===== src/rtl/gen_fwft_queue_with_dpmem.sv =====
// First-word-fall-through queue over an inferred dual-port RAM with a 2-entry prefetch stage.
// Optional high-watermark tracking is enabled by defining GEN_FWFT_QUEUE_WATERMARK_EN.
module gen_fwft_queue_with_dpmem #(
   parameter int DATA_W  = 8,
   parameter int DEPTH   = 100,
   parameter int SIM_DLY = 1,
   localparam int DEPTH_W = $clog2(DEPTH + 3)
) (
   input  logic               clk,
   input  logic               rstn,
   input  logic               sw_rst,
   input  logic [DEPTH_W-1:0] cnfg_depth,
   input  logic [DEPTH_W-1:0] cnfg_afull_th,
   input  logic [DEPTH_W-1:0] cnfg_aempty_th,
   input  logic               push,
   input  logic [DATA_W-1:0]  i_data,
   input  logic               pop,
   output logic [DATA_W-1:0]  o_data,
   output logic               o_valid,
   output logic               full,
   output logic               empty,
   output logic               afull,
   output logic               aempty,
   output logic [DEPTH_W-1:0] fullness,
   output logic               ovf_err,
   output logic               udf_err
`ifdef GEN_FWFT_QUEUE_WATERMARK_EN
   ,
   input  logic               wm_clr,
   output logic [DEPTH_W-1:0] max_fullness
`endif
);

   localparam int ADDR_W = (DEPTH > 1) ? $clog2(DEPTH) : 1;

   logic [DATA_W-1:0]             mem [0:DEPTH-1];
   logic [DATA_W-1:0]             mem_rd_data;
   logic [ADDR_W-1:0]             head_ptr_r, tail_ptr_r, head_ptr_nx, tail_ptr_nx;
   logic [DEPTH_W-1:0]            mem_cnt_r, mem_cnt_nx, fullness_r, fullness_nx, depth_last;
   logic                          rd_pend_r;
   logic [1:0]                    out_occ_r, out_occ_nx;
   logic [1:0][DATA_W-1:0]        out_data_r, out_data_nx;
   logic                          full_r, empty_r, afull_r, aempty_r, ovf_r, udf_r;
   logic                          push_acc, pop_acc, rd_iss;
   logic [2:0]                    stage_load;

   // A returning read word is presented straight from the RAM output register, so a
   // word pushed into an empty queue is visible two cycles later.
   assign o_valid  = (out_occ_r != 2'd0) | rd_pend_r;
   assign o_data   = (out_occ_r == 2'd0 && rd_pend_r) ? mem_rd_data : out_data_r[0];
   assign push_acc = push & ~full_r;
   assign pop_acc  = pop & o_valid;

   assign stage_load = {1'b0, out_occ_r} + {2'b00, rd_pend_r} - {2'b00, pop_acc};
   assign rd_iss     = (mem_cnt_r != '0) && (stage_load < 3'd2);

   assign depth_last  = cnfg_depth - DEPTH_W'(1);
   assign tail_ptr_nx = !push_acc ? tail_ptr_r :
                        (DEPTH_W'(tail_ptr_r) == depth_last) ? '0 : tail_ptr_r + ADDR_W'(1);
   assign head_ptr_nx = !rd_iss ? head_ptr_r :
                        (DEPTH_W'(head_ptr_r) == depth_last) ? '0 : head_ptr_r + ADDR_W'(1);
   assign mem_cnt_nx  = mem_cnt_r + DEPTH_W'(push_acc) - DEPTH_W'(rd_iss);
   assign fullness_nx = fullness_r + DEPTH_W'(push_acc) - DEPTH_W'(pop_acc);

   always_comb begin
      out_data_nx = out_data_r;
      out_occ_nx  = out_occ_r;
      if (pop_acc && out_occ_r != 2'd0) begin
         out_data_nx[0] = out_data_r[1];
         out_occ_nx     = out_occ_r - 2'd1;
      end
      // A pending word popped straight off the RAM output never enters the stage.
      if (rd_pend_r && !(pop_acc && out_occ_r == 2'd0)) begin
         out_data_nx[out_occ_nx[0]] = mem_rd_data;
         out_occ_nx                 = out_occ_nx + 2'd1;
      end
   end

   generate
      if (SIM_DLY >= 0) begin : g_ram
         // Read-first RAM: a read and write in the same cycle return the old word.
         always_ff @(posedge clk) begin
            if (push_acc) mem[tail_ptr_r] <= i_data;
            if (rd_iss)   mem_rd_data     <= mem[head_ptr_r];
         end
      end else begin : g_no_ram
         assign mem_rd_data = '0;
      end
   endgenerate

   always_ff @(posedge clk or negedge rstn) begin
      if (!rstn) begin
         head_ptr_r <= '0;  tail_ptr_r <= '0;  mem_cnt_r <= '0;  fullness_r <= '0;
         rd_pend_r  <= 1'b0; out_occ_r <= '0;  out_data_r <= '0;
         full_r <= 1'b0; empty_r <= 1'b1; afull_r <= 1'b0; aempty_r <= 1'b1;
         ovf_r  <= 1'b0; udf_r   <= 1'b0;
      end else if (sw_rst) begin
         head_ptr_r <= '0;  tail_ptr_r <= '0;  mem_cnt_r <= '0;  fullness_r <= '0;
         rd_pend_r  <= 1'b0; out_occ_r <= '0;  out_data_r <= '0;
         full_r <= 1'b0; empty_r <= 1'b1; afull_r <= 1'b0; aempty_r <= 1'b1;
         ovf_r  <= 1'b0; udf_r   <= 1'b0;
      end else begin
         head_ptr_r <= head_ptr_nx;
         tail_ptr_r <= tail_ptr_nx;
         mem_cnt_r  <= mem_cnt_nx;
         fullness_r <= fullness_nx;
         rd_pend_r  <= rd_iss;
         out_occ_r  <= out_occ_nx;
         out_data_r <= out_data_nx;
         full_r     <= (fullness_nx >= cnfg_depth + DEPTH_W'(2));
         empty_r    <= (fullness_nx == '0);
         afull_r    <= (fullness_nx >= cnfg_afull_th);
         aempty_r   <= (fullness_nx <= cnfg_aempty_th);
         if (push && full_r)   ovf_r <= 1'b1;
         if (pop && !o_valid)  udf_r <= 1'b1;
      end
   end

   assign fullness = fullness_r;
   assign full     = full_r;
   assign empty    = empty_r;
   assign afull    = afull_r;
   assign aempty   = aempty_r;
   assign ovf_err  = ovf_r;
   assign udf_err  = udf_r;

`ifdef GEN_FWFT_QUEUE_WATERMARK_EN
   logic [DEPTH_W-1:0] max_fullness_r;

   always_ff @(posedge clk or negedge rstn) begin
      if (!rstn)                         max_fullness_r <= '0;
      else if (sw_rst)                   max_fullness_r <= '0;
      else if (wm_clr)                   max_fullness_r <= fullness_r;
      else if (fullness_r > max_fullness_r) max_fullness_r <= fullness_r;
   end

   assign max_fullness = max_fullness_r;
`endif

endmodule

===== config.mk =====
export PLATFORM = sky130hd
export DESIGN_NAME = gen_fwft_queue_with_dpmem
export DESIGN_NICKNAME = d
export VERILOG_FILES = /design/src/rtl/gen_fwft_queue_with_dpmem.sv
export SDC_FILE = /design/constraint.sdc
export NUM_CORES = 1
export LEC_CHECK = 0
export CORE_MARGIN = 2
export CORE_UTILIZATION = 55
export DETAILED_ROUTE_END_ITERATION = 8
export PLACE_DENSITY = 0.71
export SYNTH_ARGS = -nofsm -noshare
export SYNTH_HDL_FRONTEND = slang
export SYNTH_SLANG_ARGS = --single-unit

===== constraint.sdc =====
create_clock -name clk -period 9.3 [get_ports clk]
set_clock_uncertainty 0.2 [all_clocks]
set_input_delay 1.86 -clock clk [delete_from_list [all_inputs] [get_ports clk]]
set_output_delay 1.86 -clock clk [all_outputs]
set_load 0.01 [all_outputs]

After elaboration in Yosys (flattened, before gate mapping)
Memories as Yosys holds them, arrays and structs flattened. A register that Yosys moved wholly into a read port is not among the register bits.
Cells that the tools add are included.
- flip-flop bits (word level): 53
- bits in latches: 0
- RAM bits: 800
- bits in read-only memories: 0
- input port bits: 34
- output and inout bits: 22
- word-level logic and storage cells: 87
- memories kept: 1
- add/subtract/negate cells: 12
- $mul: 0
- divide/modulo/power cells: 0
- $lt $le $gt $ge: 6
- equality and inequality tests: 2
- shift operators: 0
- muxes and demuxes: 29
- bitwise operators: 4
- reduce and logical (&&, ||, !) cells: 19
- memories (memory ; depth ; bits a word ; rd ports ; clocked after Yosys merged registers in ; write ports ; RTL line ; RTL):
    mem ; 100 ; 8 ; 1 ; 1 ; 1 ; 36 ; logic [DATA_W-1:0] mem [0:DEPTH-1];
- operators with widths (operator ; count):
    $mux 7 ; 8
    $mux 16 ; 2
    $mux 8 ; 3
    $bwmux 16 ; 1
    $add 7x1->7 ; 2
    $add 7x1->7 const B ; 2
    $eq 7x7->1 ; 2
    $ge 7x7->1 ; 2
    $sub 7x1->7 ; 2
    $reduce_bool 2->1 ; 6
    $mux 1 ; 11
    $demux 8 s1 ; 1
    $logic_and 1x1->1 ; 8
    $add 7x2->7 const B ; 1
    $le 7x7->1 ; 1
    $logic_not 7->1 ; 1
    $reduce_bool 7->1 ; 1
    $sub 7x1->7 const B ; 1
    $mux 2 ; 3
    $add 2x1->3 ; 1
    $lt 3x2->1 const B ; 1
    $sub 3x1->3 ; 1
    $add 2x1->2 const B ; 1
    $and 1x1->1 ; 2
    7 further kinds ; 8

Logic depth before layout (Yosys ltp)
- depth in word-level cells: 12
- depth in mapped cells: 19

Least setup slack after synthesis
No wires, ideal clock.
- path kind: input -> register
- start point: in pop
- end point: reg mem_cnt_r[6]
- setup time: 0.136 ns
- data arrival time: 4.963 ns
- data required time: 8.964 ns
- slack: 4.001 ns
- stages: 17
- path buffers: 2
- path through: buf_2 > xor2_1 > nand2_1 > fa_1 > xnor2_1 > o311a_1 > clkbuf_1 > xnor2_1 > ha_1 > inv_1 > fa_1 > nand2b_1 > a21oi_1 > o21ai_0 > a21oi_1 > or3_1 > a21oi_1
- cells in the longest elaborated chain, start to end: 6
- RTL lines (item ; RTL line ; RTL):
    start: declaration ; 17 ; input logic pop,
    $and 1x1->1 ; 52 ; assign pop_acc = pop & o_valid;
    $sub 3x1->3 ; 54 ; assign stage_load = {1'b0, out_occ_r} + {2'b00, rd_pend_r} - {2'b00, pop_acc};
    $lt 3x2->1 ; 55 ; assign rd_iss = (mem_cnt_r != '0) && (stage_load < 3'd2);
    $logic_and 1x1->1 ; 55 ;
    net rd_iss ; 44 ; logic push_acc, pop_acc, rd_iss;
    $sub 7x1->7 ; 62 ; assign mem_cnt_nx = mem_cnt_r + DEPTH_W'(push_acc) - DEPTH_W'(rd_iss);
    $mux 7 ; 97 ; end else if (sw_rst) begin
    end signal: assignment ; 105 ; mem_cnt_r <= mem_cnt_nx;
    end: declaration ; 39 ; logic [DEPTH_W-1:0] mem_cnt_r, mem_cnt_nx, fullness_r, fullness_nx, depth_last;
The timed path passes the listed nets, and every way through them passes these cells.
A chain may end at the register's enable or synchronous reset.

Worst setup path in the final report
- start point: in pop
- end point: reg mem_cnt_r[6]
- cells in the longest elaborated chain, start to end: 6
- RTL lines (item ; RTL line):
    $and 1x1->1 ; 52
    $sub 3x1->3 ; 54
    $lt 3x2->1 ; 55
    $logic_and 1x1->1 ; 55
    $sub 7x1->7 ; 62
    $mux 7 ; 97
No other way between the ends.

==> impl_metrics.xml <==
<?xml version="1.0" encoding="UTF-8"?>
<metrics>
  <group name="sta">
    <metric name="report.final.slew_viol_count" unit="">0</metric>
    <metric name="rsz0062_at_grt" unit="">false</metric>
    <metric name="maxSlewHeadroom" unit="%">21.8</metric>
    <metric name="final-setup-viol-count" unit="">0</metric>
    <metric name="timing_hold_violations_final" unit="">0</metric>
    <metric name="period_share" unit="%">58.7</metric>
    <metric name="timing.fmax" unit="MHz">183</metric>
    <metric name="setup-tns-final" unit="ns">0</metric>
    <metric name="worst_slew_pin_slew" unit="ns">1.17</metric>
    <metric name="period_needed" unit="ns">5.46</metric>
  </group>
  <group name="cts">
    <metric name="htree_levels" unit="">3</metric>
    <metric name="clk_pin_slew" unit="ns">0.06</metric>
    <metric name="post_cts.repair.setup_buffers" unit="">0</metric>
    <metric name="clockBufferDepth" unit="">3</metric>
    <metric name="tritoncts_buffers" unit="">86</metric>
    <metric name="ctsResizeCount" unit="">0</metric>
    <metric name="count_of_clock_tree_sinks" unit="">861</metric>
    <metric name="tritoncts_clock_tree" unit="">done</metric>
    <metric name="cts_root_buffer" unit="">sky130_fd_sc_hd__clkbuf_16</metric>
    <metric name="cts_hold_buf" unit="">0</metric>
    <metric name="clock_latency" unit="ns">0.64</metric>
  </group>
  <group name="detailed_routing">
    <metric name="post_drt_via_cell_ratio" unit="">6.24</metric>
    <metric name="first_iter_violations" unit="">2052</metric>
    <metric name="drcViolationCount" unit="">0</metric>
    <metric name="detail_route.first_pass.iterations" unit="">5</metric>
    <metric name="via_count" unit="">18300</metric>
    <metric name="routed_wire_length_per_instance" unit="µm">26.3</metric>
    <metric name="ant_nets" unit="">0</metric>
    <metric name="drt_wl_total" unit="µm">76800</metric>
  </group>
  <group name="grt">
    <metric name="number_of_global_route_vias_before_repair" unit="">18000</metric>
    <metric name="grtUsageTotal" unit="%">23.6</metric>
    <metric name="pin_count_of_the_biggest_net_entering_global_routing" unit="">118</metric>
    <metric name="grt_pass1_wl" unit="µm">115000</metric>
    <metric name="global_route.overflow_total" unit="">0</metric>
    <metric name="antenna_found_initial" unit="">0</metric>
  </group>
  <group name="die">
    <metric name="floorplan.initialDensity" unit="%">55.7</metric>
    <metric name="io-pin-count" unit="">56</metric>
    <metric name="die_height" unit="µm">257</metric>
    <metric name="chipWidth" unit="µm">257</metric>
    <metric name="core_area" unit="µm²">63200</metric>
    <metric name="floorplan.rows" unit="">92</metric>
    <metric name="floorplan.die_area" unit="µm²">66000</metric>
  </group>
  <group name="run">
    <metric name="cap_viol_max_count" unit="">0</metric>
  </group>
  <group name="synth">
    <metric name="synth.avg_cell_area" unit="µm²">18.0</metric>
    <metric name="yosys_warnings" unit="">0</metric>
    <metric name="netlist.top_cell.by_area" unit="">sky130_fd_sc_hd__edfxtp_1</metric>
    <metric name="synth.top_cell.area_share" unit="%">69.0</metric>
    <metric name="syn-cell-area" unit="µm²">35200</metric>
    <metric name="synth.distinct_cells" unit="">61</metric>
    <metric name="synth_edf_count" unit="">808</metric>
    <metric name="netlist_top_cells_area" unit="">sky130_fd_sc_hd__edfxtp_1, sky130_fd_sc_hd__mux4_2, sky130_fd_sc_hd__mux2i_1, sky130_fd_sc_hd__dfrtp_1, sky130_fd_sc_hd__nor2_1</metric>
    <metric name="share_of_the_yosys_chip_area_belonging_to_registers" unit="%">72.7</metric>
    <metric name="synthesis.nets" unit="">2030</metric>
    <metric name="synth-seq-cells" unit="">861</metric>
    <metric name="netlist_instances" unit="">1954</metric>
    <metric name="synth_flop_cell" unit="">sky130_fd_sc_hd__edfxtp_1</metric>
    <metric name="synth-async-reset-ratio" unit="%">6.16</metric>
  </group>
  <group name="run_status">
    <metric name="result_of_the_run" unit="">finished clean</metric>
  </group>
  <group name="setup_path">
    <metric name="crit_type" unit="">primary input to register</metric>
    <metric name="worst-path-max-fanout" unit="">19</metric>
    <metric name="cp_data_arrival_time" unit="ns">5.72</metric>
    <metric name="critical_path_endpoint_category" unit="">register</metric>
    <metric name="timing.reg2reg.worst_path_depth" unit="">18</metric>
    <metric name="cp_data_required_time" unit="ns">9.56</metric>
    <metric name="critPathLaunchType" unit="">primary input</metric>
  </group>
  <group name="hold_path">
    <metric name="hold_critical_path_depth" unit="">2</metric>
    <metric name="type_of_the_tightest_min_delay_check" unit="">register to register</metric>
  </group>
  <group name="power_and_ir_drop">
    <metric name="ir_worst_vdd" unit="mV">0.176</metric>
    <metric name="leakagePower" unit="nW">12.6</metric>
    <metric name="power.density" unit="nW/µm²">261</metric>
  </group>
  <group name="final_layout">
    <metric name="instances_no_fill" unit="">2925</metric>
    <metric name="drive_above_1_share" unit="%">15.8</metric>
    <metric name="antenna_cells" unit="">0</metric>
    <metric name="fin_nets" unit="">2086</metric>
    <metric name="syn2layout_area_growth" unit="%">11.3</metric>
  </group>
  <group name="place">
    <metric name="io_buffer_count" unit="">55</metric>
    <metric name="place.detailed.instances" unit="">2768</metric>
    <metric name="finalWeightedCongestion" unit="">0.843</metric>
    <metric name="dp_hpwl" unit="µm">44700</metric>
  </group>
</metrics>
## Yosys cell counts, drive strengths merged, types with 4 or more instances
master   count
clkbuf      52
nor2b       11
nand3b       7
mux2i      135
and3         5
buf         57
xnor3        4
nand3       18
nor3        17
a211oi      44
nor2       151
o21ai       28
o22ai       33
a31oi        6
and2         8
a22oi       32
mux2         9
a22o        17
edfxtp     808
o221ai      17
mux4       144
xor2        10
xnor2       25
ha          39
a21o         8
o2111ai      7
nor4         5
a21oi       51
nand2       64
nand2b       6
dfrtp       51
inv         48
or2          6
## layer usage
| layer | GRT usage [%] | vias up | wire, µm |
|---|---|---|---|
| met1 | 34.1 | 9407 | 31600 |
| met2 | 36.6 | 817 | 36300 |
| li1 | - | 7906 | - |
| met5 | 0 | - | 0 |
| met3 | 4.99 | 132 | 6750 |
| met4 | 7.20 | 0 | 2190 |
## state kept, by name, summed over array words and instances (netlist names)
signal,cells
aempty,1
ovf_err,1
rd_pend_r,1
out_occ_r,2
mem_cnt_r,7
out_data_r,16
udf_err,1
mem,800
mem_rd_data,8
full,1
afull,1
empty,1
head_ptr_r,7
tail_ptr_r,7
fullness,7
## cell families after synthesis
| kind of cell | share of synthesized area [%] |
|---|---|
| flops | 72.7 |
| simple gates | 3.97 |
| mux | 13.3 |
| compound gates | 5.00 |
| buf+inv | 2.24 |
| fa+ha+maj | 1.56 |
| xor+xnor | 1.15 |
## final timing paths
kind	startpoint	end	slack, ns
setup / recovery	pop	mem_cnt_r[6]$_DFF_PN0_	3.84
setup reg to reg	out_occ_r[0]$_DFF_PN0_	mem_cnt_r[6]$_DFF_PN0_	4.87
hold / removal	udf_err$_DFFE_PN0P_	udf_err$_DFFE_PN0P_	0.30
hold reg to reg	udf_err$_DFFE_PN0P_	udf_err$_DFFE_PN0P_	0.30
min in group asynchronous	rstn	tail_ptr_r[0]$_DFFE_PN0P_	1.18
max in group asynchronous	rstn	head_ptr_r[1]$_DFFE_PN0P_	7.18
## through the flow
| stage | util, % | instance area, µm² | worst slack, ns | hold slack [ns] | power [mW] |
|---|---|---|---|---|---|
| 6_report | 62.0 | 39200 | 3.84 | 0.304 | 10.2 |
| 5_1_grt | 62.0 | 39200 | 3.49 | 0.323 | 10.6 |
| 4_1_cts | 62.0 | 39200 | 3.82 | 0.310 | 10.3 |
| 3_5_place_dp | 57.5 | 36400 | 3.17 | 0.304 | 6.89 |
| 3_3_place_gp | 57.5 | 36400 | 3.35 | 0.297 | 6.83 |
| 2_1_floorplan | - | 35200 | 4.00 | 0.290 | 6.24 |
## critical path, stage by stage
cell                              delay [ns]
sky130_fd_sc_hd__clkdlybuf4s50_1        0.65
sky130_fd_sc_hd__xor2_1                 0.18
sky130_fd_sc_hd__nand2_1                0.09
sky130_fd_sc_hd__fa_1                   0.42
sky130_fd_sc_hd__xnor2_1                0.16
sky130_fd_sc_hd__o311a_1                0.68
sky130_fd_sc_hd__xnor2_1                0.20
sky130_fd_sc_hd__ha_1                   0.19
sky130_fd_sc_hd__inv_1                  0.06
sky130_fd_sc_hd__fa_1                   0.41
sky130_fd_sc_hd__nand2b_1               0.16
sky130_fd_sc_hd__a21oi_1                0.17
sky130_fd_sc_hd__o21ai_0                0.12
sky130_fd_sc_hd__a21oi_1                0.19
sky130_fd_sc_hd__or3_1                  0.13
sky130_fd_sc_hd__a21oi_1                0.05
## layout make-up
| cell class | instances | area (µm²) |
|---|---|---|
| Clock inverter | 47 | 497 |
| Fill cell | 4350 | 24000 |
| Timing Repair Buffer | 77 | 711 |
| Sequential cell | 861 | 25600 |
| Inverter | 48 | 180 |
| Multi-Input combinational cell | 936 | 8810 |
| Clock buffer | 110 | 2300 |
| Tap cell | 846 | 1060 |
## placed cells by master, fill, tap and decap left out, drive strengths merged, types with 8 or more instances in the layout
cell type      netlist  final
edfxtp             808    808
nor2               151    151
mux4               144    144
mux2i              135    135
clkbuf              52    110
nand2               64     64
inv                 48     52
a21oi               51     51
dfrtp               51     51
clkdlybuf4s50        0     45
a211oi              44     44
ha                  39     39
o22ai               33     33
a22oi               32     32
buf                 57     32
o21ai               28     28
clkinv               0     28
xnor2               25     25
nand3               18     18
nor3                17     17
a22o                17     17
o221ai              17     17
nor2b               11     11
xor2                10     10
mux2                 9      9
and2                 8      8
a21o                 8      8
bufinv               0      8
## power breakdown
part	switching, mW	leakage, nW	internal (mW)
logic	1.28	3.25	1.05
registers	0.114	7.98	4.37
clock network	1.44	1.35	1.98
Note: power is estimated with default switching activity, not from simulation.
